File: src/rtl/mc_control_unit.sv
// mc_control_unit: multicycle control FSM for the 16-bit datapath.
// Sequences fetch / decode / execute / memory / writeback from IR[15:12],
// drives the datapath mux selects, ALU op and write strobes, and guards
// every memory access with a bounded wait.
//
// Handshake: in FETCH, MEM_RD and MEM_WR the request (mem_rd/mem_wr) is held
// for as long as the FSM stays in that state. The access completes on a
// cycle where mem_ready=1, and the FSM leaves the state on that clock edge.
// If mem_ready stays low for MEM_TIMEOUT cycles, the FSM gives up and goes to
// HALT with bus_err set.
//
// Ports:
//   clk, rst                 rising-edge clock, synchronous active-high reset
//   strt                     start request, looked at only in IDLE
//   opcode                   IR[15:12]
//   zero                     ALU zero flag (BEQ condition)
//   mem_ready                memory completes the current access this cycle
//   pc_wr .. pc_src          datapath controls (see the per-state decode)
//   halted, illegal, bus_err status flags (illegal/bus_err are sticky)
//   state                    current FSM state (debug/monitor)
//   instr_cnt                completed fetches, wraps
module mc_control_unit #(
  parameter int CNT_W       = 16,
  parameter int MEM_TIMEOUT = 8
) (
  input  logic             clk,
  input  logic             rst,
  input  logic             strt,
  input  logic [3:0]       opcode,
  input  logic             zero,
  input  logic             mem_ready,
  output logic             pc_wr,
  output logic             ir_wr,
  output logic             i_or_d,
  output logic             mem_rd,
  output logic             mem_wr,
  output logic             reg_wr,
  output logic             reg_dst,
  output logic             mem_to_reg,
  output logic             alu_src_a,
  output logic [2:0]       alu_src_b,
  output logic [1:0]       alu_op,
  output logic [1:0]       pc_src,
  output logic             halted,
  output logic             illegal,
  output logic             bus_err,
  output logic [3:0]       state,
  output logic [CNT_W-1:0] instr_cnt
);

  typedef enum logic [3:0] {
    S_IDLE     = 4'h0,
    S_FETCH    = 4'h1,
    S_DECODE   = 4'h2,
    S_EXEC_R   = 4'h3,
    S_EXEC_I   = 4'h4,
    S_MEM_ADDR = 4'h5,
    S_MEM_RD   = 4'h6,
    S_MEM_WB   = 4'h7,
    S_MEM_WR   = 4'h8,
    S_ALU_WB   = 4'h9,
    S_BRANCH   = 4'hA,
    S_JUMP     = 4'hB,
    S_HALT     = 4'hF
  } state_t;

  localparam int WAIT_W = $clog2(MEM_TIMEOUT + 1);

  state_t            state_q, state_d;
  logic [WAIT_W-1:0] wait_cnt;
  logic              mem_wait, timeout;
  logic              set_illegal, set_bus_err, fetch_done;
  logic              pc_wr_raw, ir_wr_raw, mem_rd_raw, mem_wr_raw, reg_wr_raw;
  logic              is_rtype;

  assign is_rtype = (opcode[3:2] == 2'b00);
  assign mem_wait = (state_q == S_FETCH) || (state_q == S_MEM_RD) ||
                    (state_q == S_MEM_WR);
  // Last allowed wait cycle: a ready on this cycle still completes normally.
  assign timeout  = mem_wait && !mem_ready &&
                    (wait_cnt == WAIT_W'(MEM_TIMEOUT - 1));

  always_comb begin
    state_d     = state_q;
    pc_wr_raw   = 1'b0;
    ir_wr_raw   = 1'b0;
    mem_rd_raw  = 1'b0;
    mem_wr_raw  = 1'b0;
    reg_wr_raw  = 1'b0;
    i_or_d      = 1'b0;
    reg_dst     = 1'b0;
    mem_to_reg  = 1'b0;
    alu_src_a   = 1'b0;
    alu_src_b   = 3'b000;
    alu_op      = 2'b00;
    pc_src      = 2'b00;
    halted      = 1'b0;
    set_illegal = 1'b0;
    set_bus_err = 1'b0;
    fetch_done  = 1'b0;
    case (state_q)
      S_IDLE: if (strt) state_d = S_FETCH;
      S_FETCH: begin
        mem_rd_raw = 1'b1;
        alu_src_b  = 3'b001;
        if (mem_ready) begin
          ir_wr_raw  = 1'b1;
          pc_wr_raw  = 1'b1;
          fetch_done = 1'b1;
          state_d    = S_DECODE;
        end else if (timeout) begin
          set_bus_err = 1'b1;
          state_d     = S_HALT;
        end
      end
      S_DECODE: begin
        // Speculative branch target goes into ALUout here.
        alu_src_b = 3'b011;
        case (opcode)
          4'b0000, 4'b0001, 4'b0010, 4'b0011: state_d = S_EXEC_R;
          4'b0100:          state_d = S_EXEC_I;
          4'b0101, 4'b0110: state_d = S_MEM_ADDR;
          4'b0111:          state_d = S_BRANCH;
          4'b1000:          state_d = S_JUMP;
          4'b1111:          state_d = S_HALT;
          default: begin
            set_illegal = 1'b1;
            state_d     = S_HALT;
          end
        endcase
      end
      S_EXEC_R: begin
        alu_src_a = 1'b1;
        alu_op    = opcode[1:0];
        state_d   = S_ALU_WB;
      end
      S_EXEC_I: begin
        alu_src_a = 1'b1;
        alu_src_b = 3'b010;
        state_d   = S_ALU_WB;
      end
      S_ALU_WB: begin
        reg_wr_raw = 1'b1;
        reg_dst    = is_rtype;
        state_d    = S_FETCH;
      end
      S_MEM_ADDR: begin
        alu_src_a = 1'b1;
        alu_src_b = 3'b010;
        state_d   = (opcode == 4'b0110) ? S_MEM_WR : S_MEM_RD;
      end
      S_MEM_RD: begin
        mem_rd_raw = 1'b1;
        i_or_d     = 1'b1;
        if (mem_ready) begin
          state_d = S_MEM_WB;
        end else if (timeout) begin
          set_bus_err = 1'b1;
          state_d     = S_HALT;
        end
      end
      S_MEM_WB: begin
        reg_wr_raw = 1'b1;
        mem_to_reg = 1'b1;
        state_d    = S_FETCH;
      end
      S_MEM_WR: begin
        mem_wr_raw = 1'b1;
        i_or_d     = 1'b1;
        if (mem_ready) begin
          state_d = S_FETCH;
        end else if (timeout) begin
          set_bus_err = 1'b1;
          state_d     = S_HALT;
        end
      end
      S_BRANCH: begin
        alu_src_a = 1'b1;
        alu_op    = 2'b01;
        pc_src    = 2'b01;
        pc_wr_raw = zero;
        state_d   = S_FETCH;
      end
      S_JUMP: begin
        pc_src    = 2'b10;
        pc_wr_raw = 1'b1;
        state_d   = S_FETCH;
      end
      S_HALT: halted = 1'b1;
      default: state_d = S_IDLE;
    endcase
  end

  // Write strobes are killed during reset so an in-flight access cannot
  // commit anything on the reset edge.
  assign pc_wr  = pc_wr_raw  & ~rst;
  assign ir_wr  = ir_wr_raw  & ~rst;
  assign mem_rd = mem_rd_raw & ~rst;
  assign mem_wr = mem_wr_raw & ~rst;
  assign reg_wr = reg_wr_raw & ~rst;
  assign state  = state_q;

  always_ff @(posedge clk) begin
    if (rst) begin
      state_q   <= S_IDLE;
      wait_cnt  <= '0;
      instr_cnt <= '0;
      illegal   <= 1'b0;
      bus_err   <= 1'b0;
    end else begin
      state_q <= state_d;
      if (state_d != state_q) wait_cnt <= '0;
      else if (mem_wait)      wait_cnt <= wait_cnt + WAIT_W'(1);
      else                    wait_cnt <= '0;
      if (fetch_done)  instr_cnt <= instr_cnt + CNT_W'(1);
      if (set_illegal) illegal   <= 1'b1;
      if (set_bus_err) bus_err   <= 1'b1;
    end
  end

endmodule
File: config.mk
export PLATFORM = sky130hd
export DESIGN_NAME = mc_control_unit
export DESIGN_NICKNAME = d
export VERILOG_FILES = /design/src/rtl/mc_control_unit.sv
export SDC_FILE = /design/constraint.sdc
export NUM_CORES = 1
export LEC_CHECK = 0
export ABC_AREA = 1
export CORE_ASPECT_RATIO = 0.8
export CORE_MARGIN = 1.5
export CORE_UTILIZATION = 47
export CTS_BUF_LIST = sky130_fd_sc_hd__clkbuf_16
export CTS_CLUSTER_DIAMETER = 60
export DETAILED_ROUTE_END_ITERATION = 10
export GPL_TIMING_DRIVEN = 0
export PLACE_DENSITY_LB_ADDON = 0.05
export SYNTH_ARGS = -nofsm -noshare
export SYNTH_HDL_FRONTEND = slang
export SYNTH_SLANG_ARGS = --single-unit
File: constraint.sdc
create_clock -name clk -period 1.95 [get_ports clk]
set_input_delay 0.195 -clock clk [delete_from_list [all_inputs] [get_ports clk]]
set_output_delay 0.195 -clock clk [all_outputs]
set_load 0.005 [all_outputs]
* Yosys cells after proc, flatten, opt, wreduce, memory -nomap -nowiden
Index checks and enable logic that the tools add are counted.
** Word-level totals
- Bits of input ports :: 9
- Bits in latches :: 0
- Register bits after elaboration :: 26
- Bits in read-only memories :: 0
- Memories :: 0
- RAM bits :: 0
** Operators by class
- Shift operators :: 0
- Multiply operators :: 0
- Reductions and logical operators :: 20
- Bitwise logic cells :: 7
- Equality and inequality tests :: 23
- Div/mod/pow operators :: 0
- Add/subtract/negate cells :: 2
- Muxes and demuxes :: 27
- Order comparisons :: 0
** Operators by type and width (number)
- equality test 4 x 3 -> 1 bit (second input constant) :: 9
- case mux 4 bit (9 select lines) :: 1
- equality test 4 bit (second input constant) :: 7
- 2-to-1 mux 4 bit :: 6
- case mux 4 bit (5 select lines) :: 1
- adder 16 x 1 -> 16 bit (second input constant) :: 1
- equality test 4 x 2 -> 1 bit (second input constant) :: 4
- 2-to-1 mux 1 bit :: 15
- OR reduction 2 bit :: 6
- OR reduction 4 bit :: 3
- OR reduction 10 bit :: 1
- equality test 4 x 1 -> 1 bit (second input constant) :: 2
- zero test 4 bit :: 2
- case mux 2 bit (2 select lines) :: 2
- case mux 2 bit (3 select lines) :: 1
- OR reduction 3 bit :: 2
- bitwise AND 1 bit :: 5
- adder 4 x 1 -> 4 bit (second input constant) :: 1
- inequality test 4 bit :: 1
- case mux 1 bit (3 select lines) :: 1
- logical AND 1 bit :: 2
- zero test 2 bit :: 1
- logical OR 1 bit :: 2
- NOT 1 bit :: 2
- zero test 1 bit :: 1

* Longest topological paths before layout
- Depth in word-level cells :: 10
- Gate-level depth with buffers :: 12
- Mapped depth without buffers :: 12

* Worst setup path before layout
OpenSTA, ideal clock, no wires.
- Path type :: flip-flop to flip-flop
- Start :: register state_q[0], in the netlist state[0]
- End :: register instr_cnt[13]
- Stages on the path, launching flop included :: 11
- Clock period less this slack :: 1.530 ns
- Data required time :: 1.840 ns
- Slack :: 0.420 ns
- Arrival :: 1.420 ns
- Setup time :: 0.110 ns
- Buffers on the path :: 1
- Path through :: dfxtp_1 > nand2_2 > nor2_2 > nand2_2 > buf_6 > nor4_4 > nand3_2 > nor2_1 > nand2_1 > nand2_1 > nor2_1
** Between the ends
- Word-level cells in the longest chain between the ends :: 2
** RTL lines
- start, declared :: RTL line 69 : state_t state_q, state_d;
- start signal, assigned :: RTL line 211 : state_q <= state_d;
- equality test 4 x 1 -> 1 bit :: RTL line 101 : case (state_q)
- 2-to-1 mux 1 bit :: RTL line 101
- end signal, assigned :: RTL line 215 : if (fetch_done) instr_cnt <= instr_cnt + CNT_W'(1);
- end, declared :: RTL line 48 : output logic [CNT_W-1:0] instr_cnt
No other way between the ends.
A chain may end at the register's enable or synchronous reset.

* Final worst setup path
- Start :: register state_q[1], in the netlist state[1]
- End :: output mem_wr
** Between the ends
- Word-level cells in the longest chain between the ends :: 3
** RTL lines
- equality test 4 bit :: RTL line 101
- 2-to-1 mux 1 bit :: RTL line 101
- bitwise AND 1 bit :: RTL line 199 : assign mem_wr = mem_wr_raw & ~rst;
- end, declared :: RTL line 36 : output logic mem_wr,
No other way between the ends.

==> summary.md <==
| Metric | Value |
|---|---|
| Outcome | `finished clean` |
| Ys flop type | `dfxtp_1` |
| Min cycle time layout | `1.92 ns` |
| Register bit count reported by yosys | `26` |
| CP Data Required Time | `1.75 ns` |
| DP Area | `0.00212 mm^2` |
| Crit end category | `primary output` |
| Initial antenna violation count | `0` |
| CP startpoint kind | `register` |
| DRT iter0 DRCs | `141` |
| Final instance area | `0.00225 mm^2` |
| Reg clk slew, reported paths | `0.07 ns` |
| Area Growth Syn to Fin | `39.1%` |
| Max-slew violations | `0` |
| Clock Tree Buf Depth | `2` |
| Cells after synthesis | `259` |
| Yosys warns | `0` |
| Row count | `18` |
| Layout Skew | `0.00468 ns` |
| PD cells | `852 mW/mm^2` |
| Count leader, synth | `nand2_1` |
| Antenna cells | `0` |
| Cell mode on critical path | `nor2_1` |
| Max-Cap Viols | `0` |
| Hold/Removal Path Class | `primary input to register` |
| Gr usage total | `22.6%` |
| EDFF count, synth | `0` |
| Post-Synthesis Net Count | `270` |
| Pre-CTS setup slack | `0.0578 ns` |
| Layout net count | `321` |
| Endpoints failing setup | `0` |
| Area contributors post-synth | `dfxtp_1 32%, nand2_1 15%, nor2_1 10%` |
| H-tree levels | `1` |
| Post-synthesis sequential area ratio | `32.1%` |
| Drt wl/cell | `11.7 um` |
| Drt via density | `5.05` |
| Top cell type's share of synthesized area | `32.1%` |
| Hold Violations, Final | `0` |
| Slowest stage delay, CP | `0.51 ns` |
| Die H | `55.5 um` |
| Clock Latency Late Sink | `0.26 ns` |
| Buffering stage count on the worst path with inverters included | `1` |
| Mean Syn Cell Area | `6.25 um^2` |
| Number of buffers created by CTS | `3` |
| Share of layout cells above drive strength 1 | `11.3%` |
| Vias in the first global route | `1476` |
| Post-synth ARST share | `0%` |
| Synthesized area | `0.00162 mm^2` |
| RSZ-0062 raised after global routing | `true` |
| Critical Path Fanout Max | `7` |
| First-pass GRT wire length | `6.75 mm` |
| Post-DRT Antenna Nets | `0` |
| Clock sink count | `26` |
| Hold Buf Count CTS | `0` |
| Highest clock rate | `520 MHz` |
| Final wirelength | `4.07 mm` |
| Residual DRC count | `0` |
| Tcrit/Tclk final | `98.7%` |
| Synth area leader | `dfxtp_1` |
| GPL Wtd Cong | `0.949` |
| Filler Cell Count | `276` |
| Peak supply drop | `472 uV` |
| Setup CP Type | `register to primary output` |
| Placed wire-length estimate | `3.08 mm` |
| Die area | `0.00381 mm^2` |
| I/O Pins | `48` |
| Core Area | `0.00318 mm^2` |
| Synth cell types | `30` |
| Largest net degree at the start of global routing | `15` |
| GRT Residual Overflow | `0` |
| Initial Util | `51.0%` |
| Die Width | `68.6 um` |
| Clock root buffer | `clkbuf_16` |
| Slowest-stage cell, CP | `clkdlybuf4s50_1` |
| Area of the multi-input gates | `966 um^2` |
| Leak pwr | `0.00100 uW` |
| CP arrival | `1.73 ns` |
| Crit-path leading delay family | `simple AND/OR/NAND/NOR gates` |
| Post-layout worst setup margin | `0.0262 ns` |
| Port Buffers | `45` |
| Post-synth top cells | `64 x nand2_1, 45 x nor2_1, 34 x inv_1` |
| Detailed Routing Iterations Pass 1 | `4` |
| Vias post-DR | `1763` |
| Seq. cell area | `531 um^2` |
| TritonCTS clock tree | `yes` |
| CP Cell Sequence | `nor2_1, nand2_2, nor2_1, clkdlybuf4s50_1` |
-- through the flow --
stage	instances	utilization, %	hold WS [ns]	setup TNS [ns]	power, uW
after floorplan	259	-	0.418	0	1100
after global placement	344	66.7	0.436	0	1400
after detailed placement	344	66.7	0.444	0	1390
after CTS	348	69.8	0.341	0	1880
after global routing	349	70.9	0.371	-0.135	2050
final	349	70.9	0.348	0	1920
-- layer usage --
metal	global-route usage, %	vias up	part of all wire [%]
met5	0	-	0
li1	-	919	-
met1	36.2	776	51
met3	6.52	2	8.1
met2	29.3	66	41
met4	4.57	0	0.39
-- cell families after synthesis --
group	count (synthesis)	synth area share, %
buf+inv	41	10.2
fa+ha+maj	2	1.55
simple gates	151	41.7
xor+xnor	6	3.25
other cells	1	0.232
compound gates	32	11.0
flops	26	32.1
-- power breakdown --
| part | internal [uW] | leakage [uW] | switching (uW) |
|---|---|---|---|
| logic | 351 | 0.000754 | 449 |
| registers | 584 | 0.000212 | 80.7 |
| clock network | 274 | 0.0000385 | 180 |
-- path summary, 6_finish.rpt --
check | startpoint | end | slack, ns | cells past startpoint
min | rst | instr_cnt[11] | 0.35 | 2
max reg2reg | state[3] | instr_cnt[9] | 0.25 | 9
min reg2reg | wait_cnt[0] | wait_cnt[0] | 0.45 | 1
max | state[1] | mem_wr | 0.03 | 4
-- state kept, by name (all words and copies together), names as in the netlist --
name and flops:
bus_err 1, illegal 1, wait_cnt 4, instr_cnt 16, state 4
-- what timing repair did --
| action | 4_1_cts | 5_1_grt |
|---|---|---|
| setup endpoints to repair | 9 | 9 |
| resized for setup | 11 | 10 |
| buffers inserted | 0 | 1 |
| cloned | 0 | 0 |
| pin swaps | 0 | 2 |
-- placed cells by master (no fill, tap or decap), drive strengths merged, types with 4 or more instances in the layout --
cell / n
dfxtp: 26
inv: 36
nand3: 20
o21ai: 9
nor3: 7
a21oi: 17
xor2: 4
clkdlybuf4s50: 43
nand2: 68
nor2: 48
clkbuf: 6
-- area by class of cell --
type | count | area share, %
repair buffers | 46 | 20.4
plain buffers | 5 | 1.33
clock inverters | 1 | 0.167
multi-input cells | 192 | 42.9
clock buffers | 3 | 3.33
well taps | 40 | 2.22
flip-flops and latches | 26 | 23.6
inverters | 36 | 6.11
(Power assumes the default switching activity.)
